$ cat config.mk
export PLATFORM = sky130hd
export DESIGN_NAME = fifo_wr_arbiter
export DESIGN_NICKNAME = d
export VERILOG_FILES = /design/src/rtl/fifo_wr_arbiter_pkg.sv /design/src/rtl/fifo_wr_arbiter_rr_pick.sv /design/src/rtl/fifo_wr_arbiter.sv
export SDC_FILE = /design/constraint.sdc
export NUM_CORES = 1
export LEC_CHECK = 0
export CORE_ASPECT_RATIO = 1.5
export CORE_MARGIN = 2
export CORE_UTILIZATION = 44
export DETAILED_ROUTE_END_ITERATION = 8
export PLACE_DENSITY = 0.86
export SLEW_MARGIN = 20
export SYNTH_ARGS = -nofsm -noshare
export SYNTH_HDL_FRONTEND = slang
export SYNTH_SLANG_ARGS = --single-unit
export TNS_END_PERCENT = 30
$ cat constraint.sdc
create_clock -name clk_i -period 3.5 [get_ports clk_i]
set_clock_uncertainty 0.2 [all_clocks]
set_input_delay 0.7 -clock clk_i [delete_from_list [all_inputs] [get_ports clk_i]]
set_output_delay 0.7 -clock clk_i [all_outputs]
set_load 0.03 [all_outputs]
$ cat src/rtl/fifo_wr_arbiter_pkg.sv
// Shared definitions for the capture-path FIFO write arbiter and its picker.
package fifo_wr_arbiter_pkg;

  typedef enum logic [1:0] {
    ST_IDLE = 2'd0,
    ST_HDR  = 2'd1,
    ST_DATA = 2'd2
  } arb_state_e;

  function automatic int src_idx_w(input int n);
    return (n > 1) ? $clog2(n) : 1;
  endfunction

  function automatic int hdr_flag_pos(input int w);
    return w - 1;
  endfunction

endpackage

$ cat src/rtl/fifo_wr_arbiter_rr_pick.sv
// Combinational winner selection: round-robin from last+1, or lowest index when RR=0.
module rr_pick
  import fifo_wr_arbiter_pkg::*;
#(
  parameter int N  = 3,
  parameter bit RR = 1'b1,
  localparam int IW = src_idx_w(N)
) (
  input  logic [N-1:0]  valid_i,
  input  logic [IW-1:0] last_i,
  output logic [N-1:0]  gnt_o,
  output logic [IW-1:0] idx_o
);

  logic [IW-1:0] cand_s;
  logic          hit_s;
  logic          found_s;

  // Scan candidates in priority order; the first valid one wins.
  always_comb begin
    gnt_o   = '0;
    idx_o   = '0;
    cand_s  = '0;
    hit_s   = 1'b0;
    found_s = 1'b0;
    for (int k = 0; k < N; k++) begin
      cand_s        = RR ? IW'((int'(last_i) + 1 + k) % N) : IW'(k);
      hit_s         = valid_i[cand_s] & ~found_s;
      found_s       = found_s | hit_s;
      gnt_o[cand_s] = gnt_o[cand_s] | hit_s;
      idx_o         = hit_s ? cand_s : idx_o;
    end
  end

endmodule

$ cat src/rtl/fifo_wr_arbiter.sv
// Merges N record-oriented sources onto one FIFO write port, switching owner only
// at record boundaries and optionally tagging each record with a source header.
module fifo_wr_arbiter
  import fifo_wr_arbiter_pkg::*;
#(
  parameter int W      = 8,
  parameter int N      = 3,
  parameter bit HDR_EN = 1'b1,
  parameter bit RR     = 1'b1
) (
  input  logic           clk_i,
  input  logic           reset_n_i,
  input  logic           en_i,
  input  logic [N*W-1:0] src_data_i,
  input  logic [N-1:0]   src_valid_i,
  input  logic [N-1:0]   src_last_i,
  output logic [N-1:0]   src_ready_o,
  output logic [W-1:0]   wr_data_o,
  output logic           wr_en_o,
  input  logic           wr_ready_i,
  output logic [N-1:0]   grant_o,
  output logic           busy_o
);

  localparam int IW = src_idx_w(N);
  localparam int HB = hdr_flag_pos(W);

  arb_state_e    state_q, state_d;
  logic [N-1:0]  grant_q, grant_d;
  logic [IW-1:0] gidx_q, gidx_d;
  logic [IW-1:0] last_q, last_d;
  logic [N-1:0]  pick_gnt_s;
  logic [IW-1:0] pick_idx_s;
  logic [W-1:0]  src_word_s [N];
  logic          xfer_s;

  for (genvar k = 0; k < N; k++) begin : g_word
    assign src_word_s[k] = src_data_i[k*W +: W];
  end

  rr_pick #(.N(N), .RR(RR)) u_pick (
    .valid_i (src_valid_i),
    .last_i  (last_q),
    .gnt_o   (pick_gnt_s),
    .idx_o   (pick_idx_s)
  );

  assign xfer_s  = wr_en_o & wr_ready_i;
  assign grant_o = grant_q;
  assign busy_o  = (state_q != ST_IDLE);

  // State register; last_q starts at N-1 so source 0 wins the first tie.
  always_ff @(posedge clk_i or negedge reset_n_i) begin
    if (!reset_n_i) begin
      state_q <= ST_IDLE;
      grant_q <= '0;
      gidx_q  <= '0;
      last_q  <= IW'(N - 1);
    end else begin
      state_q <= state_d;
      grant_q <= grant_d;
      gidx_q  <= gidx_d;
      last_q  <= last_d;
    end
  end

  // Next state: ownership changes only in IDLE, released on the last word.
  always_comb begin
    state_d = state_q;
    grant_d = grant_q;
    gidx_d  = gidx_q;
    last_d  = last_q;
    case (state_q)
      ST_IDLE: begin
        if (en_i && (src_valid_i != '0)) begin
          grant_d = pick_gnt_s;
          gidx_d  = pick_idx_s;
          state_d = HDR_EN ? ST_HDR : ST_DATA;
        end else begin
          state_d = ST_IDLE;
        end
      end
      ST_HDR: begin
        if (xfer_s) begin
          state_d = ST_DATA;
        end else begin
          state_d = ST_HDR;
        end
      end
      ST_DATA: begin
        if (xfer_s && src_last_i[gidx_q]) begin
          state_d = ST_IDLE;
          grant_d = '0;
          last_d  = gidx_q;
        end else begin
          state_d = ST_DATA;
        end
      end
      default: begin
        state_d = ST_IDLE;
        grant_d = '0;
      end
    endcase
  end

  // Outputs: header word in HDR, granted source passed straight through in DATA.
  always_comb begin
    src_ready_o = '0;
    wr_en_o     = 1'b0;
    wr_data_o   = '0;
    case (state_q)
      ST_HDR: begin
        wr_en_o           = 1'b1;
        wr_data_o[HB]     = 1'b1;
        wr_data_o[IW-1:0] = gidx_q;
      end
      ST_DATA: begin
        wr_en_o             = src_valid_i[gidx_q];
        wr_data_o           = src_word_s[gidx_q];
        src_ready_o[gidx_q] = wr_ready_i;
      end
      default: begin
        wr_en_o = 1'b0;
      end
    endcase
  end

endmodule

==> impl_metrics.py, run 1 <==
metrics = {
    "logic_synthesis": {
        "synth_cells": 128,
        "ys.flop_type": "dfrtp_1",
        "async_reset_ff_share_pct": 100,
        "synth_top_cell_area_share_pct": 19.2,
        "synth.distinct_cells": 39,
        "synth_edf_count": 0,
        "synthXorXnorAreaFrac_pct": 0.840,
        "synth_compound_area_share_pct": 25.6,
        "synth_top_family_by_area": "compound AO/OA/AOI/OAI gates",
        "synthMuxAreaShare_pct": 11.3,
        "synth_warnings": 0,
        "synth_seq_cells": 9,
        "synth-adder-area-share_pct": 8.16,
        "synth_fp_nets": 168,
        "yosys.area.top_type": "dfrtp_1",
        "syn_area_um2": 1040,
        "synth-simple-area-share_pct": 24.6,
        "synth_common_cells": "16 x nand2_1, 12 x o21ai_0, 9 x nor2b_1",
        "yosysMostFrequentCell": "nand2_1",
        "yosysSeqAreaShare_pct": 21.7,
        "syn_area_per_cell_um2": 8.14,
        "synth_area_leaders": "dfrtp_1 19%, mux2i_1 7.7%, ha_1 7.2%",
    },
    "critical_path": {
        "crit_top_cell": "clkdlybuf4s50_1",
        "worstSetupStartpointType": "input pin",
        "path_class": "in2out",
        "cp_slowest_cell": "clkdlybuf4s50_1",
        "ff2ff_setup_slack_ns": 0.97,
        "critical_path_buf_inv_count": 2,
        "critPathArrivalTime_ns": 2.47,
        "path_max_fanout": 2,
        "path_cells": "clkdlybuf4s50_1 > mux2_4 > a221oi_4 > and2b_1 > clkdlybuf4s50_1",
        "crit_required_ns": 2.60,
        "cp-end-kind": "output pin",
        "r2r_cells": 8,
        "slowest_delay_ns": 0.59,
        "r2r_end": "grant_o[2]",
        "worst_path_dominant_cell_family": "buffers and inverters",
        "r2r_start": "state_q[0]",
    },
    "clocking": {
        "clock_sinks": 9,
        "post_cts_buffers": 0,
        "tritoncts": "done",
        "numCtsBuffers": 3,
        "clkLatencyLatePin_ns": 0.27,
        "cts_resized": 0,
        "cts_buffer_depth": 2,
        "htree_num_levels": 1,
        "clkTransAtPathRegs_ns": 0.06,
        "clockRootBuffer": "clkbuf_4",
        "hold_buffers": 0,
    },
    "place": {
        "placed_area_um2": 1570,
        "numPortBuffers": 49,
        "place_ws_ns": 0.131,
        "gp_congestion": 0.730,
        "dpl.hpwl_um": 2370,
    },
    "timing": {
        "slew_headroom_pct": 69.1,
        "fin_tns_setup_ns": 0,
        "max_freq_mhz": 297,
        "rsz0062_at_grt": "no",
        "finalCritPeriodShare_pct": 96.3,
        "tightestPinTransition_ns": 0.463,
        "finalCriticalPeriod_ns": 3.37,
        "setup_viol_count_final": 0,
        "slew_viol_final": 0,
        "hold_viol_final": 0,
        "fin_ws_ns": 0.129,
    },
    "detailed_routing": {
        "ant_nets": 0,
        "drc_errors": 0,
        "drt-initial-drc-count": 16,
        "vias": 1114,
        "viasPerCell": 5.51,
        "drt-pass1-iter-count": 4,
        "routed_wl_um": 2870,
        "wl_per_cell_um": 14.2,
    },
    "worst_hold_path": {
        "min_to": "grant_o[0]",
        "hold_start": "grant_o[0]",
        "hold_depth": 1,
        "min_path_type": "reg2reg",
    },
    "global_routing": {
        "grt_max_degree": 19,
        "antenna_found_initial": 0,
        "grt_pass1_wl_um": 4730,
        "grt_pass1_vias": 1091,
        "grt_overflow_total": 0,
        "grt_usage_pct": 21.9,
    },
    "floorplanning": {
        "rows": 21,
        "dieArea_um2": 2780,
        "io_pins": 50,
        "core_region_area_um2": 2230,
        "die_y_um": 63.6,
        "die_x_um": 43.7,
        "start_util_pct": 46.7,
    },
    "pwr": {
        "power.density_nw_per_um2": 683,
        "p_leak_nw": 0.632,
        "irDropWorstVdd_uv": 434,
        "total_power_mw": 1.09,
    },
    "final_layout": {
        "fillCellCount": 184,
        "utilization_pct": 71.3,
        "drive_above_1_share_pct": 10.6,
        "final_area_um2": 1590,
        "antenna_cells": 0,
        "synthToLayoutAreaGrowth_pct": 52.8,
        "nets": 220,
    },
    "flow_run": {
        "drv_cap": 0,
    },
    "status": {
        "status": "complete, no violations",
    },
}
==> cells by family (layout without fill, tap and decap cells) <==
family          count (synthesis)  in the layout
buf+inv                        17             68
simple gates                   46             46
flops                           9              9
compound gates                 37             37
mux                            11             11
xor+xnor                        1              1
fa+ha+maj                       7              7
==> final cells by class <==
class | count | area (um^2) | area share, %
Timing Repair Buffer | 57 | 551 | 34.6
Clock buffer | 4 | 26.3 | 1.65
Sequential cell | 9 | 226 | 14.2
Multi-Input combinational cell | 102 | 734 | 46.1
Inverter | 7 | 26.3 | 1.65
Tap cell | 23 | 28.8 | 1.81
==> routing by layer <==
layer  part of all wire (%)  up-vias  GRT usage (%)
li1                       -      557              -
met1                     39      506           23.4
met2                     51       49           40.4
met3                    9.2        2           4.87
met4                   0.84        0           6.82
met5                      0        -              0
==> report_power, final <==
group / switching (mW) / internal, mW
Sequential: 0.0293 / 0.150
Clock: 0.0382 / 0.0441
Combinational: 0.454 / 0.373
==> worst max path at each step <==
| stage | depth (start not counted) | end | startpoint | slack (ns) |
|---|---|---|---|---|
| 3_3_place_gp | 5 | wr_en_o | src_valid_i[0] | 0.15 |
| 6_report | 5 | wr_en_o | src_valid_i[0] | 0.13 |
| 2_1_floorplan | 5 | src_ready_o[2] | state_q[0] | 0.82 |
| 3_5_place_dp | 5 | wr_en_o | src_valid_i[0] | 0.13 |
| 4_1_cts | 5 | wr_en_o | src_valid_i[0] | 0.12 |
| 5_1_grt | 6 | wr_en_o | state_q[0] | 0.06 |
==> metrics by stage <==
step | hold slack (ns) | cells
6_report | 0.290 | 202
5_1_grt | 0.307 | 202
4_1_cts | 0.293 | 202
3_5_place_dp | 0.274 | 198
3_3_place_gp | 0.282 | 198
2_1_floorplan | 0.204 | 128
==> cells in the final DEF (no fill, tap or decap), drive strengths merged, types with 3 or more instances in the layout <==
| master | synthesis | final |
|---|---|---|
| nor2b | 9 | 9 |
| ha | 6 | 6 |
| buf | 4 | 8 |
| mux2 | 3 | 3 |
| clkbuf | 6 | 4 |
| clkdlybuf4s50 | 0 | 49 |
| nand2 | 16 | 16 |
| mux2i | 8 | 8 |
| nand2b | 4 | 4 |
| o21ai | 13 | 13 |
| dfrtp | 8 | 8 |
| nor3b | 3 | 3 |
| a21oi | 8 | 8 |
| and2 | 6 | 6 |
| inv | 7 | 7 |
==> flip-flops by register name, indices dropped and copies added (netlist names) <==
register	count
state_q	2
grant_o	3
last_q	2
gidx_q	2
(Power assumes the default switching activity.)
==> run 2: changes to the inputs <==
Settings changed: CELL_PAD_IN_SITES_DETAIL_PLACEMENT set to 1, CELL_PAD_IN_SITES_GLOBAL_PLACEMENT set to 1, CORE_UTILIZATION 44 to 46, DONT_BUFFER_PORTS set to 1, PLACE_DENSITY 0.86 to unset, PLACE_DENSITY_LB_ADDON set to 0.1.
==> impl_metrics.py, run 2 (same netlist as run 1, synthesis figures left out) <==
metrics = {
    "timing": {
        "finalCritPeriodShare_pct": 91.0,
        "finalCriticalPeriod_ns": 3.19,
        "fin_tns_setup_ns": 0,
        "slew_viol_final": 0,
        "tightestPinTransition_ns": 0.765,
        "whs_ns": 0.0681,
        "setup_viol_count_final": 0,
        "slew_headroom_pct": 49.0,
        "max_freq_mhz": 314,
        "hold_viol_final": 0,
        "rsz0062_at_grt": "no",
    },
    "pwr": {
        "p_leak_nw": 0.450,
        "power_frac_comb_pct": 66.7,
        "power.switching_mw": 0.505,
        "power.density_nw_per_um2": 861,
        "total_power_mw": 0.951,
        "irDropWorstVdd_uv": 418,
        "pwr-share-clk_pct": 8.6,
        "switching_share_pct": 53.1,
        "p_seq_share_pct": 24.8,
        "intPower_mw": 0.446,
    },
    "clocking": {
        "post_cts_buffers": 0,
        "cts_buffer_depth": 2,
        "clkLatencyLatePin_ns": 0.27,
        "clockRootBuffer": "clkbuf_4",
        "tritoncts": "done",
        "numCtsBuffers": 3,
        "clkTransAtPathRegs_ns": 0.06,
        "clock_sinks": 9,
        "htree_num_levels": 1,
    },
    "critical_path": {
        "critPathArrivalTime_ns": 2.29,
        "ff2ff_setup_slack_ns": 0.86,
        "crit_required_ns": 2.60,
        "path_max_fanout": 19,
        "path_class": "reg2out",
        "worstSetupStartpointType": "flop",
        "cp-end-kind": "output pin",
    },
    "global_routing": {
        "grt_overflow_total": 0,
        "grt_usage_pct": 21.7,
        "antenna_found_initial": 0,
        "grt_max_degree": 20,
        "grt_pass1_vias": 1047,
        "grt_pass1_wl_um": 4590,
    },
    "floorplanning": {
        "die_y_um": 62.3,
        "rows": 21,
        "io_pins": 50,
        "dieArea_um2": 2670,
        "core_region_area_um2": 2180,
        "start_util_pct": 47.8,
        "die_x_um": 42.9,
    },
    "final_layout": {
        "nets": 171,
        "drive_above_1_share_pct": 13.8,
        "fillCellCount": 286,
        "largest_register_ff_count": 3,
        "final_cells": 153,
        "layout_common_cells": "16 x nand2_1, 12 x o21ai_0, 9 x nor2b_1",
        "synthToLayoutAreaGrowth_pct": 6.00,
        "final_common_cell": "nand2_1",
        "final_area_um2": 1100,
        "antenna_cells": 0,
    },
    "place": {
        "numPortBuffers": 0,
        "gp_congestion": 0.730,
        "placed_area_um2": 1070,
        "place_inst": 148,
        "dpl.hpwl_um": 2050,
    },
    "detailed_routing": {
        "wl_per_cell_um": 16.9,
        "drt-pass1-iter-count": 4,
        "ant_nets": 0,
        "drc_errors": 0,
        "drt-initial-drc-count": 25,
        "viasPerCell": 6.20,
        "vias": 949,
        "routed_wl_um": 2580,
    },
    "status": {
        "status": "complete, no violations",
    },
    "flow_run": {
        "drv_cap": 0,
    },
    "worst_hold_path": {
        "min_path_type": "in2async",
    },
}
==> run 2: timing repair <==
action | 4_1_cts | 5_1_grt
hold endpoints to repair | 8 | 0
gates resized for setup | 0 | 0
hold buffers | 1 | 0
==> run 2: cell type report <==
| cell class | instances | area, um^2 | share of cell area, % |
|---|---|---|---|
| Clock buffer | 4 | 26.3 | 2.38 |
| Inverter | 7 | 26.3 | 2.38 |
| Multi-Input combinational cell | 102 | 734 | 66.5 |
| Sequential cell | 9 | 226 | 20.5 |
| Tap cell | 23 | 28.8 | 2.60 |
| Timing Repair Buffer | 8 | 62.6 | 5.66 |
==> run 2: worst paths after layout <==
check,from,endpoint,cells after the start
min in group clk_i,last_q[0],last_q[0],1
hold / removal,reset_n_i,last_q[1],0
setup reg to reg,gidx_q[1],grant_o[2],5
max in group asynchronous,reset_n_i,grant_o[2],1
setup / recovery,gidx_q[1],wr_data_o[1],6
hold reg to reg,last_q[0],last_q[0],1
==> run 2: layer usage <==
layer | vias up | GRT usage (%) | share of wire, %
met5 | - | 0 | 0
met4 | 0 | 7.03 | 1.6
met3 | 5 | 3.20 | 4.8
met2 | 30 | 41.3 | 57
met1 | 457 | 23.0 | 36
li1 | 457 | - | -
==> run 2: per-stage QoR <==
stage | setup WS, ns | utilization, %
2_1_floorplan | 0.824 | -
3_3_place_gp | 0.697 | 49.0
3_5_place_dp | 0.581 | 49.0
4_1_cts | 0.278 | 50.7
5_1_grt | 0.0941 | 50.7
6_report | 0.314 | 50.7
==> run 2: power by group through the flow <==
| stage | clock [mW] | combinational [mW] | sequential (mW) |
|---|---|---|---|
| after CTS | 0.0828 | 0.642 | 0.236 |
| after floorplan | 0 | 0.559 | 0.202 |
| after detailed placement | 0 | 0.634 | 0.238 |
| final | 0.0815 | 0.634 | 0.236 |
| after global routing | 0.0861 | 0.710 | 0.247 |
| after global placement | 0 | 0.611 | 0.234 |
==> run 2: worst max-delay path, cell delays in order (launching register included) <==
cell,delay [ns]
dfrtp_1,0.66
nor2b_1,0.69
nand2_1,0.12
o21ai_0,0.12
a22oi_1,0.10
nor2b_1,0.16
buf_4,0.17
